## config.mk

```make
export PLATFORM = sky130hd
export DESIGN_NAME = rx_frame_parser
export DESIGN_NICKNAME = d
export VERILOG_FILES = /design/src/rtl/rx_frame_parser.sv
export SDC_FILE = /design/constraint.sdc
export NUM_CORES = 1
export LEC_CHECK = 0
export CAP_MARGIN = 20
export CORE_ASPECT_RATIO = 0.6
export CORE_MARGIN = 2
export CORE_UTILIZATION = 45
export DETAILED_ROUTE_END_ITERATION = 7
export HOLD_SLACK_MARGIN = 0.06
export PLACE_DENSITY = 0.61
export SLEW_MARGIN = 25
export SYNTH_ARGS = -nofsm -noshare
export SYNTH_HDL_FRONTEND = slang
export SYNTH_SLANG_ARGS = --single-unit
```

## constraint.sdc

```tcl
create_clock -name clk -period 3 [get_ports clk]
set_input_delay 0.3 -clock clk [delete_from_list [all_inputs] [get_ports clk]]
set_output_delay 0.3 -clock clk [all_outputs]
set_load 0.1 [all_outputs]
```

## src/rtl/rx_frame_parser.sv

```systemverilog
// rx_frame_parser: hunts for SYNC_BYTE, collects a length-prefixed XOR-checked payload, replays it on valid/ready.
// Define RX_FRAME_TIMEOUT_EN to abort partial frames after TIMEOUT_CYCLES idle clocks.
module rx_frame_parser #(
   parameter int         MAX_LEN        = 16,
   parameter logic [7:0] SYNC_BYTE      = 8'hAA,
   parameter int         TIMEOUT_CYCLES = 20000
) (
   input  logic       clk,
   input  logic       rst,
   input  logic [7:0] rxData,
   input  logic       rxDone,
   output logic [7:0] outData,
   output logic       outValid,
   output logic       outLast,
   input  logic       outReady,
   output logic       frameError,
   output logic       dropByte,
   output logic       busy
);
   localparam int LW = $clog2(MAX_LEN + 1);
   localparam int AW = (MAX_LEN > 1) ? $clog2(MAX_LEN) : 1;

   typedef enum logic [2:0] {S_SYNC, S_LEN, S_PAYLOAD, S_CSUM, S_OUT} state_t;

   state_t        r_state, w_state_nxt;
   logic          r_rx_done_d;
   logic          w_strobe;
   logic [7:0]    r_buf [2**AW];
   logic [7:0]    r_csum, w_csum_nxt;
   logic [LW-1:0] r_len, r_idx, r_rd_idx;
   logic [LW-1:0] w_len_nxt, w_idx_nxt, w_rd_idx_nxt, w_len_m1;
   logic          w_wr, w_err, w_timeout, w_out_nxt;

   assign w_strobe  = rxDone & ~r_rx_done_d;
   assign w_len_m1  = r_len - LW'(1);
   assign w_out_nxt = (w_state_nxt == S_OUT);

`ifdef RX_FRAME_TIMEOUT_EN
   logic [15:0] r_gap;
   logic        w_gap_run;
   assign w_gap_run = r_state inside {S_LEN, S_PAYLOAD, S_CSUM};
   assign w_timeout = w_gap_run & ~w_strobe & (r_gap + 16'd1 == 16'(TIMEOUT_CYCLES));
   always_ff @(posedge clk)
      if (!rst || !w_gap_run || w_strobe || w_timeout) r_gap <= '0;
      else r_gap <= r_gap + 16'd1;
`else
   assign w_timeout = 1'b0 & (TIMEOUT_CYCLES != 0);
`endif

   always_comb begin
      w_state_nxt  = r_state;
      w_len_nxt    = r_len;
      w_csum_nxt   = r_csum;
      w_idx_nxt    = r_idx;
      w_rd_idx_nxt = r_rd_idx;
      w_wr         = 1'b0;
      w_err        = 1'b0;
      case (r_state)
         S_SYNC:
            if (w_strobe && rxData == SYNC_BYTE) w_state_nxt = S_LEN;
         S_LEN:
            if (w_strobe) begin
               if (rxData == 8'd0 || 32'(rxData) > MAX_LEN) begin
                  w_err       = 1'b1;
                  w_state_nxt = S_SYNC;
               end else begin
                  w_len_nxt   = rxData[LW-1:0];
                  w_csum_nxt  = rxData;
                  w_idx_nxt   = '0;
                  w_state_nxt = S_PAYLOAD;
               end
            end
         S_PAYLOAD:
            if (w_strobe) begin
               w_wr        = 1'b1;
               w_csum_nxt  = r_csum ^ rxData;
               w_idx_nxt   = r_idx + LW'(1);
               w_state_nxt = (r_idx == w_len_m1) ? S_CSUM : S_PAYLOAD;
            end
         S_CSUM:
            if (w_strobe) begin
               w_err        = (rxData != r_csum);
               w_rd_idx_nxt = '0;
               w_state_nxt  = (rxData == r_csum) ? S_OUT : S_SYNC;
            end
         S_OUT:
            if (outValid && outReady) begin
               w_rd_idx_nxt = r_rd_idx + LW'(1);
               w_state_nxt  = outLast ? S_SYNC : S_OUT;
            end
         default: w_state_nxt = S_SYNC;
      endcase
      if (w_timeout) begin
         w_err       = 1'b1;
         w_state_nxt = S_SYNC;
      end
   end

   // Payload storage is never reset; every read follows a write in the same frame.
   always_ff @(posedge clk)
      if (w_wr) r_buf[r_idx[AW-1:0]] <= rxData;

   always_ff @(posedge clk) begin
      if (!rst) begin
         r_state     <= S_SYNC;
         r_rx_done_d <= 1'b1;
         r_csum      <= '0;
         r_len       <= '0;
         r_idx       <= '0;
         r_rd_idx    <= '0;
         outData     <= '0;
         outValid    <= 1'b0;
         outLast     <= 1'b0;
         frameError  <= 1'b0;
         dropByte    <= 1'b0;
         busy        <= 1'b0;
      end else begin
         r_state     <= w_state_nxt;
         r_rx_done_d <= rxDone;
         r_csum      <= w_csum_nxt;
         r_len       <= w_len_nxt;
         r_idx       <= w_idx_nxt;
         r_rd_idx    <= w_rd_idx_nxt;
         outValid    <= w_out_nxt;
         outData     <= w_out_nxt ? r_buf[w_rd_idx_nxt[AW-1:0]] : 8'd0;
         outLast     <= w_out_nxt && (w_rd_idx_nxt == w_len_m1);
         frameError  <= w_err;
         dropByte    <= w_strobe && (r_state == S_OUT);
         busy        <= (w_state_nxt != S_SYNC);
      end
   end
endmodule

```

==> impl_metrics.ini, run 1 <==
[global_routing]
grt_pass1_wl_um = 24800
grt_max_degree = 27
gr-total-overflow = 0
grt_use_total = 0.208
grt_pass1_vias = 4072
antenna_found_initial = 0

[routing]
ant_nets = 0
remaining_drc_errors = 0
wl_per_cell_um = 22.0
viasPerCell = 5.68
drt_pass1_iterations = 6
vias = 4114
drt_iter0_markers = 453
drt_wl_total_um = 16000

[critical_path]
worst-setup-path-type = register to register
path_max_fanout = 26
critPathCaptureType = register
required_ps = 3300
cp_slowest_cell = mux4_1
start_kind = register
slowest_delay_ps = 630
worstPathCellList = ha_1, and3_4, a21oi_2, a311oi_4, buf_12, mux4_1, a22oi_1, a21oi_1
cp.arrival_ps = 3020

[timing]
setup_tns_ps = 0
max_slew_margin = 0.324
final-setup-viol-count = 0
fin_ws_ps = 277
fin_worst_skew_ps = 9.95
max_freq_mhz = 367
post-route-min-period_ps = 2720
rsz0062_at_grt = false
fin_crit_sh = 0.908
maxSlewViolCount = 0
hold_violations = 0
worst_pin_slew_ps = 1010

[floorplanning]
ioPinCount = 25
die_h_um = 101
coreArea_sq_um = 15300
rows = 35
die-width_um = 166
initial_core_util = 0.460
dieArea_sq_um = 16700

[yosys]
yosysTopAreaCellShare = 0.545
synth_flop_cell = edfxtp_1
synthCells = 451
async_flop_share = 0
syn_area_sq_um = 7050
syn_area_per_cell_sq_um = 15.6
netlist-cell-type-count = 59
synth_nets = 469
synth_edf_count = 128
synth_seq_area_share = 0.659
yosys_warnings = 0
yosysTopAreaCell = edfxtp_1
synthTopCellsByArea = edfxtp_1, dfxtp_1, mux4_1
ys_ff_latch = 168

[clocking]
post-cts-setup-buffers = 0
cts_made_buffers = 17
cts_resized = 0
numClockSinks = 168
h-tree-depth = 4
clk_pin_slew_ps = 70
cts_tree = yes
insertion_delay_ps = 430
cts_root_buffer = clkbuf_16
hold_buffers = 0
clockBufferDepth = 2

[finish]
fillers = 1241
area_growth_pct = 17.3
regArea_sq_um = 4650
postLayoutCoreUtil = 0.540
drive_gt1_frac = 0.190
n_antenna_cell = 0
multi_input_area_sq_um = 2220
fin_nets = 526

[pwr]
p_leak_nw = 2.74
power.density_nw_per_um2 = 574
irDropWorstVdd_mv = 0.336

[run_status]
status = finished clean

[placement]
finalWeightedCongestion = 0.792
hpwl_um = 10700
numPortBuffers = 24
place_ws_ps = 74.1

[hold_path]
hp-class = register to register

[flow_run]
max-cap-violations = 0
-- cells by family after synthesis --
kind of cell / count (synthesis) / share of synthesized area
AOI/OAI and AO/OA: 64 / 0.0657
adders and majority gates: 6 / 0.0106
buffers and inverters: 33 / 0.0264
and+or+nand+nor: 113 / 0.0877
DFF: 168 / 0.659
muxes: 42 / 0.120
xor gates and xnor gates: 25 / 0.0311
-- registers in the layout (all words and copies together) (netlist names) --
register	flops
r_buf	128
frameError	1
r_rx_done_d	1
r_idx	5
dropByte	1
r_rd_idx	5
r_csum	8
outValid	1
r_state	3
outData	8
busy	1
r_len	5
outLast	1
-- stage by stage --
step                      hold WS (ps)  cells  instance area [sq um]  power (mW)
after floorplan                    373    451                   7050        2.57
after global placement             507    692                   7690        2.64
after detailed placement           520    692                   7690        2.64
after CTS                          532    724                   8270        4.77
after global routing               551    724                   8270        4.88
final                              530    724                   8270        4.75
-- path summary, 6_finish.rpt --
check | from | end | slack (ps) | cells after the start
setup / recovery | r_rd_idx[0] | outData[2] | 280 | 8
hold / removal | r_csum[0] | r_csum[0] | 530 | 2
setup reg to reg | r_rd_idx[0] | outData[2] | 280 | 8
hold reg to reg | r_csum[0] | r_csum[0] | 530 | 2
-- power breakdown --
part           leakage (nW)  switching [mW]  internal (mW)
clock network         0.274           0.923           1.23
registers              1.47        0.000590           2.50
logic                 0.989          0.0625         0.0317
-- layer usage --
layer	global-route usage	vias to the layer above	routed length, um
met2	0.283	142	6630
met5	0	-	0
li1	-	1874	-
met1	0.334	2078	7920
met4	0.0570	0	199
met3	0.0448	20	1220
-- Yosys cell counts (all sizes together) (8+ instances only) --
cell type	count
nand3	9
a22oi	14
buf	12
nand2	29
mux2i	13
dfxtp	40
a21boi	9
clkbuf	12
nor2	21
inv	9
nand4	8
xnor2	18
o21ai	13
a21oi	11
mux4	29
and2	10
edfxtp	128
-- critical path: cells and delay by family, from the launching register on --
kind / cells / cell delay, ps
AO/OA/AOI/OAI: 4 / 850
multiplexers: 1 / 630
flip-flops: 1 / 420
buffers and inverters: 1 / 260
AND/OR/NAND/NOR: 1 / 230
adder cells (fa/ha/maj): 1 / 170
-- placed cells by master (no fill, tap or decap), types with 3 or more instances in the layout --
cell,n
a21boi_0,9
a21oi_1,10
a22oi_1,14
and2_1,9
buf_4,39
clkbuf_16,17
clkdlybuf4s50_1,21
dfxtp_1,39
edfxtp_1,128
ha_1,6
inv_1,7
inv_6,3
mux2i_1,13
mux4_1,16
mux4_2,13
nand2_1,28
nand2b_1,5
nand3_1,9
nand4_1,8
nor2_1,19
nor2b_1,7
nor3_1,7
o211ai_1,6
o21ai_0,12
xnor2_1,18
xor2_1,7
-- final cells by class --
class                           instances  area share
Sequential cell                       168       0.562
Clock buffer                           18      0.0519
Timing Repair Buffer                   62      0.0656
Multi-Input combinational cell        250       0.268
Tap cell                              203      0.0307
Inverter                                9     0.00408
Clock inverter                         14      0.0178
Note: power is estimated with default switching activity, not from simulation.
==> run 2: changes to the inputs <==
- CELL_PAD_IN_SITES_DETAIL_PLACEMENT: unset -> 0
- CELL_PAD_IN_SITES_GLOBAL_PLACEMENT: unset -> 1
- HOLD_SLACK_MARGIN: 0.06 -> 0.03
- PLACE_DENSITY: 0.61 -> 0.69
==> impl_metrics.ini, run 2 (synthesized netlist as in run 1, its figures left out) <==
[run_status]
status = finished clean

[routing]
remaining_drc_errors = 0
wl_per_cell_um = 22.6
wl_met3_um = 1080
dr_wl_met2_um = 7000
viasPerCell = 5.66
wl_met1_um = 8230
ant_nets = 0
drt_iter0_markers = 477
drt_pass1_iterations = 5
drt_wl_total_um = 16500
highest_layer = met4
vias = 4125

[floorplanning]
initial_core_util = 0.460
dieArea_sq_um = 16700
coreArea_sq_um = 15300
ioPinCount = 25
rows = 35
die_h_um = 101
die-width_um = 166

[critical_path]
start_kind = register
path_max_fanout = 27
required_ps = 3290
critPathCaptureType = register
cp.arrival_ps = 3070
startpoint = r_rd_idx[0]
worst-setup-path-type = register to register
reg2reg_from = r_rd_idx[0]

[global_routing]
grt_pass1_wl_um = 24900
gr-total-overflow = 0
antenna_found_initial = 1
grt_pass1_vias = 3932
grt_max_degree = 28
grt_use_total = 0.213

[finish]
area_growth_pct = 17.9
final_cell_mix = edfxtp_1, buf_4, dfxtp_1
final_cells = 729
final_common_cell = edfxtp_1
largest_reg_flops = 128
n_antenna_cell = 0
fin_nets = 531
drive_gt1_frac = 0.211

[clocking]
clk_pin_slew_ps = 70
cts_resized = 0
clockBufferDepth = 2
numClockSinks = 168
post-cts-setup-buffers = 0
h-tree-depth = 4
hold_buffers = 0
insertion_delay_ps = 430
cts_tree = yes
cts_made_buffers = 17
cts_root_buffer = clkbuf_16

[placement]
place_inst = 697
finalWeightedCongestion = 0.792
numPortBuffers = 24
hpwl_um = 10900

[timing]
post-route-min-period_ps = 2770
worst_pin_slew_ps = 989
max_slew_margin = 0.339
rsz0062_at_grt = false
max_freq_mhz = 361
fin_crit_sh = 0.924
final-setup-viol-count = 0
fin_worst_skew_ps = 14.6
maxSlewViolCount = 0
setup_tns_ps = 0
hold_violations = 0

[flow_run]
max-cap-violations = 0

[pwr]
p_leak_nw = 2.78
power.total_mw = 4.71
irDropWorstVdd_mv = 0.355
power.density_nw_per_um2 = 567

[hold_path]
hp-class = register to register
min_from = r_csum[0]
## run 2: power breakdown
part / total (mW) / switching (mW) / internal, mW
combinational: 0.0926 / 0.0609 / 0.0317
sequential: 2.50 / 0.000474 / 2.50
clock: 2.12 / 1.01 / 1.11
total: 4.71 / 1.07 / 3.64
## run 2: worst max-delay path: stages (launching register included)
cell and delay, ps:
dfxtp_1 430, ha_1 190, and3_4 230, a21oi_2 70, a311oi_4 310, buf_12 260
mux4_1 570, a22oi_1 430, a21oi_1 130
## run 2: layout make-up
cell class	count	area [sq um]
clock buffers	17	425
multi-input cells	250	2220
inverters	9	33.8
fillers	1257	7020
clock inverters	15	154
repair buffers	67	581
flip-flops and latches	168	4650
well taps	203	254
## run 2: final timing paths
| kind | end | slack [ps] | cells after the start |
|---|---|---|---|
| setup reg to reg | outData[7] | 230 | 8 |
| hold / removal | r_csum[0] | 540 | 2 |
| hold reg to reg | r_csum[0] | 540 | 2 |
| setup / recovery | outData[7] | 230 | 8 |
## run 2: metrics by stage
stage,util,area (sq um),hold slack (ps),worst slack (ps)
6_report,0.542,8310,537,227
5_1_grt,0.542,8310,563,114
4_1_cts,0.542,8310,537,225
3_5_place_dp,0.504,7730,528,14.2
3_3_place_gp,0.504,7730,504,62.3
2_1_floorplan,-,7050,373,315
## run 2: routing by layer
metal,track usage,vias up
li1,-,1881
met1,0.344,2075
met2,0.290,154
met3,0.0440,15
met4,0.0531,0
met5,0,-
==> edit 1, RTL diff (flow settings as in run 2) <==
The parameter `MAX_LEN` goes from 16 to 32.
--- a/src/rtl/rx_frame_parser.sv
+++ b/src/rtl/rx_frame_parser.sv
@@ -1,7 +1,7 @@
 // rx_frame_parser: hunts for SYNC_BYTE, collects a length-prefixed XOR-checked payload, replays it on valid/ready.
 // Define RX_FRAME_TIMEOUT_EN to abort partial frames after TIMEOUT_CYCLES idle clocks.
 module rx_frame_parser #(
-   parameter int         MAX_LEN        = 16,
+   parameter int         MAX_LEN        = 32,
    parameter logic [7:0] SYNC_BYTE      = 8'hAA,
    parameter int         TIMEOUT_CYCLES = 20000
 ) (
Formal check against the unedited RTL: not equivalent (a bounded check fails within 10 cycles, from zero or initial values and one cycle with rst low).
==> edit 1 against run 2 <==
First-iteration DRC count grew 100%. Die area grew 75%. Sequential cell count grew 131. Wire length grew 120%. Area after synthesis grew 78%. Worst setup slack lost 0.14 ns. Synthesized cell count grew 100%. Cell area grew 83%. Power grew 77%. Via count grew 110%. Non-clock buffer count grew 107. Critical endpoint is now outData[1].
==> edit 1: results (changes against run 2) <==
- Vias: 8,536 (+110%)
- Syn_area_per_cell: 13.7 um^2 (-13%)
- Combinational share of power: 1.7% (-0.3 points)
- Vias in the first global route: 7,930 (+100%)
- Post-cts sizing count: 2 (+2)
- Count of cell types in the netlist: 53 (-10%)
- Max reg flops: 256 (+100%)
- Seq area share: 56.2% (+0.36 points)
- CTS H-Tree Depth: 1 (-3)
- Met2 WL: 13.4 mm (+91%)
- Hold_sp: rxData[5]
- NumNets Final: 1,072 (+100%)
- Non-Filler Instances: 1,441 (+98%)
- Total CTS buffers: 27 (+10)
- Met3 usage: 6.85% (+2.4 points)
- Share of cells above drive strength 1: 21.0% (-0.060 points)
- Slew margin rel.: 35.5% (+1.6 points)
- Worst VDD drop: 0.000419 V (+18%)
- Inverters: 5 (-4)
- CP max stage delay: 0.48 ns (-0.09 ns)
- GRT met2 Usage: 30.2% (+1.2 points)
- Register area share after synthesis: 68.1% (+2.2 points)
- Final GP Congestion: 0.865 (+9.3%)
- Mapped Cells: 919 (+100%)
- Worst Hold Class: input port to flip-flop
- Top post-synthesis cells by count: 256 x edfxtp_1, 85 x and3_1, 74 x nand2_1
- Initial antenna violation count: 0 (-1)
- Multiplexer share of the synthesized area: 2.55% (-9.4 points)
- XOR/XNOR share of the synthesized area: 1.88% (-1.2 points)
- Syn nets: 937 (+100%)
- Status: finished, final reports clean
- Layout fillers: 2,291 (+82%)
- Synth Area in Adders: 0.598% (-0.47 points)
- Sw frac: 19.7% (-3.1 points)
- Hpwl dp: 24.3 mm (+120%)
- Tot GR Track Use: 24.8% (+3.5 points)
- Fraction of area in multi-input gates: 24.5% (-2.2 points)
- Largest net degree at the start of global routing: 41 (+46%)
- Clkbuf count: 32 (+15)
- Critical register-to-register path startpoint: r_state[2]
[edit 1: changes by cell type in the layout (fill, tap and decap cells not counted), moves of 29 or more]
cell / change
a2111oi_0: +40
a211oi_1: +46
and3_1: +84
buf_4: +98
edfxtp_1: +128
nand2_1: +46
nor2_1: +29
[edit 1: stage by stage]
| stage | total power [mW] | hold slack [ns] |
|---|---|---|
| global placement | 4.73 | 0.482 |
| detailed placement | 4.73 | 0.477 |
| floorplan | 4.62 | 0.399 |
| finish | 8.34 | 0.287 |
| global route | 8.57 | 0.291 |
| CTS | 8.40 | 0.271 |
[edit 1: final timing paths]
path | to | slack (ns) | depth (start not counted)
worst max-delay path | outData[1] | 0.09 | 10
worst min-delay path | r_len[5] | 0.29 | 4
worst max register to register | outData[1] | 0.09 | 10
worst min register to register | r_len[5] | 0.49 | 2
==> edit 2, RTL diff (config.mk and constraints of run 2) <==
Made on the original files. Encoding of `state_t`: now one-hot (5 bits for 5 states).
--- a/src/rtl/rx_frame_parser.sv
+++ b/src/rtl/rx_frame_parser.sv
@@ -20,7 +20,7 @@
    localparam int LW = $clog2(MAX_LEN + 1);
    localparam int AW = (MAX_LEN > 1) ? $clog2(MAX_LEN) : 1;
 
-   typedef enum logic [2:0] {S_SYNC, S_LEN, S_PAYLOAD, S_CSUM, S_OUT} state_t;
+   typedef enum logic [4:0] {S_SYNC = 5'b00001, S_LEN = 5'b00010, S_PAYLOAD = 5'b00100, S_CSUM = 5'b01000, S_OUT = 5'b10000} state_t;
 
    state_t        r_state, w_state_nxt;
    logic          r_rx_done_d;
Behaviour: same outputs for any inputs over 10 cycles, from zero or initial values and one cycle with rst low; not proved beyond that.
==> edit 2 against run 2 <==
Non-clock buffer count up 24. Worst setup slack worse by 0.13 ns. Clock power down 4%. Power down 1.3%. Sequential cell count up 2. Critical endpoint is now outData[5]. Area after synthesis up 3.0%. Cell area up 4.4%. Synthesized cell count up 24%. Wire length up 15%. Global-route usage up 2.0 points. Largest cell class unchanged.
==> edit 2: results (changes against run 2) <==
- Vias in the first global route: 4,727 (+20%)
- Final GP Congestion: 0.863 (+9.0%)
- Global-route wire length before repair: 28.6 mm (+15%)
- Total CTS buffers: 17 (unchanged)
- Slew margin rel.: 35.3% (+1.4 points)
- CTS H-Tree Depth: 4 (unchanged)
- Share of cells above drive strength 1: 17.0% (-4.1 points)
- Register area share after synthesis: 64.5% (-1.4 points)
- Critical register-to-register path startpoint: r_state[1]
- NumNets Final: 663 (+25%)
- Root Driver: clkbuf_16
- Worst hold stages: 2 (unchanged)
- Max reg flops: 128 (unchanged)
- Largest net degree at the start of global routing: 30 (+7.1%)
- Setup Buffers After CTS: 0 (unchanged)
- Worst VDD drop: 0.000345 V (-2.8%)
- Initial antenna violation count: 0 (-1)
- Worst R2R Path Depth: 9 (+1)
- Status: finished, final reports clean
- Hold_sp: r_idx[4]
- DRT Pass-1 Iters: 5 (unchanged)
- Most used DFF post-synth: edfxtp_1
- Synth area leaders: edfxtp_1 53%, dfxtp_1 12%, mux2i_1 5.8%, nand2_1 2.8%, xor2_1 2.2%
- Clk slew on worst S/H paths: 0.07 ns (about the same)
- Switching power: 0.982 mW (-8.6%)
- Clk_lat worst skew: 0.42 ns
- Setup Crit Path Kind: flip-flop to flip-flop
- CTS max path bufs: 2 (unchanged)
- Yosys warns: 0 (unchanged)
- XOR/XNOR share of the synthesized area: 4.10% (+1.0 points)
- Tot GR Track Use: 23.2% (+2.0 points)
- Fin Clk Skew: 0.0128 ns (-0.00183 ns)
- Post-synth EDFFs: 128 (unchanged)
- I/O Buffers: 24 (unchanged)
- Setup WS post-layout: 0.0947 ns (-0.132 ns)
- Starting DRT DRC Count: 514 (+7.8%)
- Synth Area in Adders: 1.03% (-0.031 points)
- Count of cell types in the netlist: 51 (-14%)
- Post-cts sizing count: 0 (unchanged)
- DP Worst Slack: -0.0139 ns (-0.0281 ns)
- Synth Area in Compound Gates: 8.63% (+2.1 points)
- Vias: 4,852 (+18%)
- Worst Hold Class: flip-flop to flip-flop
- Multiplexer share of the synthesized area: 5.95% (-6.0 points)
- Hpwl dp: 13.3 mm (+21%)
- Diodes inserted: 0 (unchanged)
- Top post-synthesis cells by count: 128 x edfxtp_1, 54 x nand2_1, 42 x dfxtp_1, 42 x mux2i_1, 28 x nor2_1
- Syn nets: 577 (+23%)
- P_leak: 3.35 nW (+20%)
- Total Wirelength: 18.9 mm (+15%)
- Worst EP arrival: 3.27 ns (+0.20 ns)
- Critical-path maximum fanout: 20 (-26%)
[edit 2: changes by cell type in the layout (fill, tap and decap cells not counted), sizes merged, moves of 10 or more]
cell and change:
mux2i +29, mux4 -29, buf +25, nand2 +25, and3 +14, a22oi -13, a2111oi +12, xor2 +11
a211oi +10, nand3 +10
[edit 2: path summary, 6_finish.rpt]
| check | to |
|---|---|
| min reg2reg | r_idx[4] |
| min | r_idx[4] |
| max reg2reg | outData[5] |
| max | outData[5] |
[edit 2: per-stage QoR]
stage / cells / total power [mW] / hold slack, ns / instance area, um^2
final: 861 / 4.65 / 0.521 / 8680
after global routing: 861 / 4.80 / 0.550 / 8680
after CTS: 861 / 4.68 / 0.506 / 8680
after detailed placement: 829 / 2.67 / 0.508 / 8130
after global placement: 829 / 2.67 / 0.493 / 8130
after floorplan: 559 / 2.59 / 0.399 / 7260
[edit 2: cell families (layout without fill, tap and decap cells)]
family / after synthesis / count (layout)
and+or+nand+nor: 189 / 189
buffers and inverters: 31 / 130
xor gates and xnor gates: 34 / 34
AOI/OAI and AO/OA: 86 / 86
muxes: 43 / 43
adders and majority gates: 6 / 6
DFF: 170 / 170
[edit 2: cell type report]
type                       count  area (um^2)
sequential                   170         4680
clock inverter                12         85.1
multi-input combinational    358         2420
fill                        1295         6870
inverter                       7         26.3
tap                          203          254
clock buffer                  20          457
timing repair buffer          91          746
[edit 2: power groups by stage]
stage | sequential (mW) | clock (mW) | combinational [mW]
floorplan | 2.58 | 0 | 0.0166
global placement | 2.58 | 0 | 0.0949
detailed placement | 2.58 | 0 | 0.0964
CTS | 2.52 | 2.06 | 0.0969
global route | 2.52 | 2.17 | 0.103
finish | 2.52 | 2.03 | 0.0953
[edit 2: worst max-delay path, cell delays in order (launching register included)]
cell and delay (ns):
dfxtp_1 0.38, or3_1 0.40, or2_1 0.34, and3_4 0.26, nor2_8 0.16, buf_12 0.19
buf_4 0.18, mux2i_1 0.08, a221oi_1 0.62, a211o_1 0.23
[edit 2: layer usage]
layer	vias up	part of all wire, %	routed length (um)	global-route usage (%)
met5	-	0	0	0
met4	0	0.59	112	4.82
met3	10	7.0	1320	5.69
met2	172	41	7830	33.4
met1	2377	51	9610	35.7
li1	2293	-	-	-
